--- src/rtl/div_pkg.sv ---
// Shared constants, state encoding and sign helpers
// for the iterative DIV/DIVU unit in the execute stage.
package div_pkg;

    localparam logic [3:0] ALUC_SUBU = 4'b0001;
    localparam int         DIV_ITER  = 32;
    localparam int         CNT_W     = $clog2(DIV_ITER + 1);

    typedef enum logic [1:0] {
        IDLE = 2'd0,
        CALC = 2'd1,
        FIX  = 2'd2
    } state_t;

    // Two's complement negate.
    function automatic logic [31:0] neg32(input logic [31:0] a);
        return ~a + 32'd1;
    endfunction

    // Magnitude; 0x80000000 maps to itself as unsigned.
    function automatic logic [31:0] abs32(input logic [31:0] a);
        return a[31] ? neg32(a) : a;
    endfunction

endpackage

--- src/rtl/alu_iter_div.sv ---
// Restoring 32-bit divider; one trial SUBU per cycle
// on the shared ALU, sign fix-up in a final cycle.
module alu_iter_div
    import div_pkg::*;
(
    input  logic        clk,
    input  logic        rst_n,
    input  logic        start,
    input  logic        is_signed,
    input  logic [31:0] dividend,
    input  logic [31:0] divisor,
    output logic [31:0] alu_a,
    output logic [31:0] alu_b,
    output logic [3:0]  alu_aluc,
    input  logic [31:0] alu_r,
    input  logic        alu_carry,
    output logic        busy,
    output logic        done,
    output logic [31:0] quotient,
    output logic [31:0] remainder,
    output logic        div_zero
);

    state_t           state;
    logic [CNT_W-1:0] cnt;
    logic [31:0]      dvd;
    logic [31:0]      dsr;
    logic [31:0]      rem;
    logic             q_neg;
    logic             r_neg;
    logic             dz;
    logic             qbit;
    logic [31:0]      rem_nx;

    assign alu_a    = {rem[30:0], dvd[31]};
    assign alu_b    = dsr;
    assign alu_aluc = ALUC_SUBU;

    // Borrow from the trial subtraction restores the minuend.
    always_comb begin
        qbit   = ~alu_carry;
        rem_nx = alu_carry ? alu_a : alu_r;
    end

    // Control FSM, datapath registers and registered outputs.
    always_ff @(posedge clk) begin
        if (!rst_n) begin
            state     <= IDLE;
            cnt       <= '0;
            dvd       <= '0;
            dsr       <= '0;
            rem       <= '0;
            q_neg     <= 1'b0;
            r_neg     <= 1'b0;
            dz        <= 1'b0;
            busy      <= 1'b0;
            done      <= 1'b0;
            quotient  <= '0;
            remainder <= '0;
            div_zero  <= 1'b0;
        end else begin
            done <= 1'b0;
            unique case (state)
                IDLE: begin
                    if (start) begin
                        busy  <= 1'b1;
                        cnt   <= '0;
                        rem   <= '0;
                        q_neg <= is_signed
                               & (dividend[31] ^ divisor[31]);
                        r_neg <= is_signed & dividend[31];
                        if (divisor == 32'd0) begin
                            dvd   <= dividend;
                            dsr   <= '0;
                            dz    <= 1'b1;
                            state <= FIX;
                        end else begin
                            dvd   <= is_signed ? abs32(dividend)
                                               : dividend;
                            dsr   <= is_signed ? abs32(divisor)
                                               : divisor;
                            dz    <= 1'b0;
                            state <= CALC;
                        end
                    end
                end
                CALC: begin
                    rem <= rem_nx;
                    dvd <= {dvd[30:0], qbit};
                    cnt <= cnt + 1'b1;
                    if (cnt == CNT_W'(DIV_ITER - 1)) begin
                        state <= FIX;
                    end
                end
                FIX: begin
                    if (dz) begin
                        quotient  <= 32'hFFFF_FFFF;
                        remainder <= dvd;
                        div_zero  <= 1'b1;
                    end else begin
                        quotient  <= q_neg ? neg32(dvd) : dvd;
                        remainder <= r_neg ? neg32(rem) : rem;
                        div_zero  <= 1'b0;
                    end
                    done  <= 1'b1;
                    busy  <= 1'b0;
                    cnt   <= '0;
                    state <= IDLE;
                end
                default: begin
                    state <= IDLE;
                    busy  <= 1'b0;
                end
            endcase
        end
    end

endmodule

--- config.mk ---
export PLATFORM = sky130hd
export DESIGN_NAME = alu_iter_div
export DESIGN_NICKNAME = d
export VERILOG_FILES = /design/src/rtl/div_pkg.sv /design/src/rtl/alu_iter_div.sv
export SDC_FILE = /design/constraint.sdc
export NUM_CORES = 1
export LEC_CHECK = 0
export BUFFER_PORTS_ARGS = -buffer_cell sky130_fd_sc_hd__buf_2
export CAP_MARGIN = 20
export CORE_AREA = 2 2 146 148
export CTS_CLUSTER_DIAMETER = 40
export CTS_CLUSTER_SIZE = 12
export DETAILED_ROUTE_END_ITERATION = 7
export DIE_AREA = 0 0 148 150
export PLACE_DENSITY = 0.77
export SLEW_MARGIN = 20
export SYNTH_ARGS = -nofsm -noshare
export SYNTH_HDL_FRONTEND = slang
export SYNTH_SLANG_ARGS = --single-unit
--- constraint.sdc ---
create_clock -name clk -period 2.32 [get_ports clk]
set_input_delay 0.116 -clock clk [delete_from_list [all_inputs] [get_ports clk]]
set_output_delay 0.116 -clock clk [all_outputs]
set_load 0.05 [all_outputs]
==> impl_metrics.py <==
metrics = {
    "power_and_ir_drop": {
        "p_sw_share_pct": 30.6,
        "seqPwrFrac_pct": 41.0,
        "power_density_nw_per_um2": 637,
        "internal_power_mw": 5.44,
        "p_leak_nw": 5.22,
        "power_frac_comb_pct": 20.2,
        "peakVddDrop_mv": 0.510,
        "p_switching_mw": 2.40,
        "clockPowerShare_pct": 38.7,
    },
    "job": {
        "drv_cap": 0,
    },
    "sta": {
        "finalMaxSlewViolations": 0,
        "timing.final.crit_share_pct": 97.8,
        "layout_setup_ws_ps": 49.9,
        "max_freq_mhz": 441,
        "fin_crit_ps": 2270,
        "rsz0062_at_grt": "yes",
        "hold_violations": 0,
        "slew_headroom_pct": 49.9,
        "tightest_slew_ps": 750,
        "fin_skew_ps": 8.79,
        "finalSetupViolCount": 0,
    },
    "detailed_routing": {
        "first_iter_violations": 817,
        "wl_per_cell_um": 17.4,
        "routed-via-count": 10200,
        "route.detailed.drc": 0,
        "final_antenna_net_count": 0,
        "wirelength_um": 30600,
        "routed_via_density": 5.80,
        "firstDrtPassIters": 5,
    },
    "cts": {
        "cts_root_buf": "clkbuf_16",
        "cts_sinks": 174,
        "tritoncts": "built",
        "clk_pin_slew_ps": 70,
        "cts_max_level": 4,
        "clockBufferDepth": 2,
        "cts_buffers": 17,
        "clk_latency_ps": 440,
    },
    "die": {
        "ios": 236,
        "fp.dieH_um": 150,
        "start_util_pct": 49.0,
        "rows": 53,
        "core-area_um2": 20700,
        "fp.dieW_um": 148,
        "die_area_um2": 22200,
    },
    "logic_synthesis": {
        "synth_area_leaders": "dfxtp_1 (34%), o21ai_0 (6.1%), a21oi_1 (5.1%), xor2_1 (4.8%), xnor2_1 (4.7%)",
        "yosysTopAreaCellShare_pct": 34.3,
        "ys_async_sr_fraction_pct": 0,
        "synth_top_area_cell": "dfxtp_1",
        "synth_flop_cell": "dfxtp_1",
        "yosys_warnings": 0,
        "avgSynthCellArea_um2": 7.95,
        "synth_area_um2": 10100,
        "yosysSeqAreaShare_pct": 34.3,
        "synth_cells": 1276,
        "synth_cell_type_count": 66,
        "synth-edff-count": 0,
        "ys_seq_elements": 174,
    },
    "global_route": {
        "grtUsageTotal_pct": 26.9,
        "antenna_found_initial": 0,
        "grt_pass1_vias": 9374,
        "grt_start_max_net_pins": 56,
        "globalRouteOverflowTotal": 0,
        "grt_pass1_wl_um": 48200,
    },
    "worst_hold_path": {
        "min-delay-start": "is_signed",
        "worst_hold_path.endpoint": "q_neg",
        "hold_class": "input pin to register",
        "whs_path_depth": 3,
    },
    "worst_setup_path": {
        "cp.required_ps": 2620,
        "critPathKind": "register to register",
        "startpoint_type": "register",
        "worst_r2r_path_depth": 6,
        "worstSetupEndpointType": "register",
        "reg2reg_slack_ps": 50,
        "critPathMaxFanout": 4,
        "worstReg2RegEnd": "remainder[24]",
        "r2r-start": "rem[17]",
        "crit_arrival_ps": 2570,
    },
    "layout": {
        "n_antenna_cell": 0,
        "multi_input_comb_area_um2": 5950,
        "fillers": 1880,
        "drive_above_1_share_pct": 24.6,
        "layoutNonFillerInstCount": 1759,
        "area_growth_pct": 21.4,
        "nNetsFinal": 1577,
        "seq_area_um2": 3490,
        "utilization_pct": 59.5,
    },
    "placement": {
        "dp_hpwl_um": 22200,
        "pre_cts_ws_ps": 8.60,
        "gp_congestion": 0.949,
        "port_buffers": 231,
        "dpl.cell_count": 1717,
    },
    "run_status": {
        "run_status": "completed",
    },
}
## critical path, stage by stage, from the launching register on
cell,delay (ps)
dfxtp_2,320
or4_4,530
or4_4,470
nand4b_1,330
o21ai_1,230
xor2_1,170
a21oi_1,80
## worst max-delay path by stage
stage,from,slack [ps],cells past startpoint,endpoint
2_1_floorplan,rem[17],160,6,remainder[29]
3_3_place_gp,rem[17],70,6,remainder[24]
4_1_cts,dvd[7],3,6,quotient[25]
6_report,rem[17],50,6,remainder[24]
5_1_grt,rem[17],-30,6,remainder[24]
3_5_place_dp,dvd[7],9,6,quotient[25]
## metrics by stage
stage	power [mW]	setup TNS (ps)	hold WS, ps	cell area (um2)
global route	8.13	-81.5	6.83	12300
CTS	7.84	0	3.37	12300
finish	7.84	0	7.19	12300
detailed placement	4.82	0	430	11600
global placement	4.80	0	408	11600
floorplan	4.32	0	263	10200
## cells by family (layout without fill, tap and decap cells)
family | after synthesis | after routing | share of synthesized area, %
AND/OR/NAND/NOR | 423 | 423 | 21.5
adder cells (fa/ha/maj) | 5 | 5 | 0.617
flip-flops | 174 | 174 | 34.3
other | 2 | 4 | 0.0740
AO/OA/AOI/OAI | 366 | 366 | 22.8
XOR/XNOR | 111 | 111 | 9.58
multiplexers | 39 | 39 | 3.86
buffers and inverters | 156 | 362 | 7.25
## registers in the layout (all words and copies together) (netlist names)
name	cells
done	1
busy	1
q_neg	1
cnt	6
rem	32
div_zero	1
alu_b	32
quotient	32
dz	1
dvd	32
state	2
r_neg	1
remainder	32
## power groups by stage
stage               combinational [mW]  clock [mW]  sequential, mW
finish                            1.59        3.04            3.22
CTS                               1.56        3.06            3.21
detailed placement                1.54           0            3.28
global route                      1.71        3.19            3.23
floorplan                        0.895           0            3.43
global placement                  1.52           0            3.28
## cells in the mapped netlist, types with 8 or more instances
cell,n
nor4_1,23
o31ai_1,14
xnor2_1,55
clkbuf_1,86
nor2_1,76
nand3_1,28
buf_1,10
o211a_1,11
nand2b_1,11
o21ai_0,124
or4_1,16
nor3_1,42
and2_1,12
o211ai_1,17
xor2_1,56
dfxtp_1,174
a22o_1,22
o221ai_1,8
or3_1,11
inv_1,16
buf_4,38
mux2i_1,38
a21oi_1,103
a21boi_0,16
a211oi_1,9
nor2b_1,42
nand2_1,115
## layout make-up
cell class | count | share of cell area, %
repair buffers | 314 | 15.1
clock inverters | 13 | 1.42
well taps | 275 | 2.79
flip-flops and latches | 174 | 28.3
inverters | 16 | 0.488
clock buffers | 19 | 3.60
multi-input cells | 948 | 48.3
## layout by cell type (no fill, tap or decap), types with 8 or more instances in the layout
cell,n
o221ai_1,8
nor2b_1,41
buf_4,71
a21oi_1,103
xnor2_1,55
nor2_1,75
o21ai_0,119
and2_1,12
clkbuf_16,17
nor4_1,22
a22o_1,22
or3_1,11
mux2i_1,38
nor3_1,42
inv_1,16
dlygate4sd3_1,9
o31ai_1,14
or4_1,16
o211a_1,11
o211ai_1,17
dfxtp_1,172
nand3_1,28
a211oi_1,9
nand2_1,115
buf_2,230
a21boi_0,16
xor2_1,56
nand2b_1,11
## metal layers
metal  global-route usage, %  up-vias  share of wire, %
li1                        -     4892                 -
met1                    33.5     4787                41
met2                    45.2      445                48
met3                    5.30       72               7.7
met4                    11.6        0               3.1
met5                       0        -                 0
## repair_timing
action                                  CTS  global route
endpoints found under the hold margin     9             0
setup buffers                             0             1
endpoints found under the setup margin    0            15
hold buffers                              9             0
gates resized for setup                   0             7
Note: power is estimated with default switching activity, not from simulation.
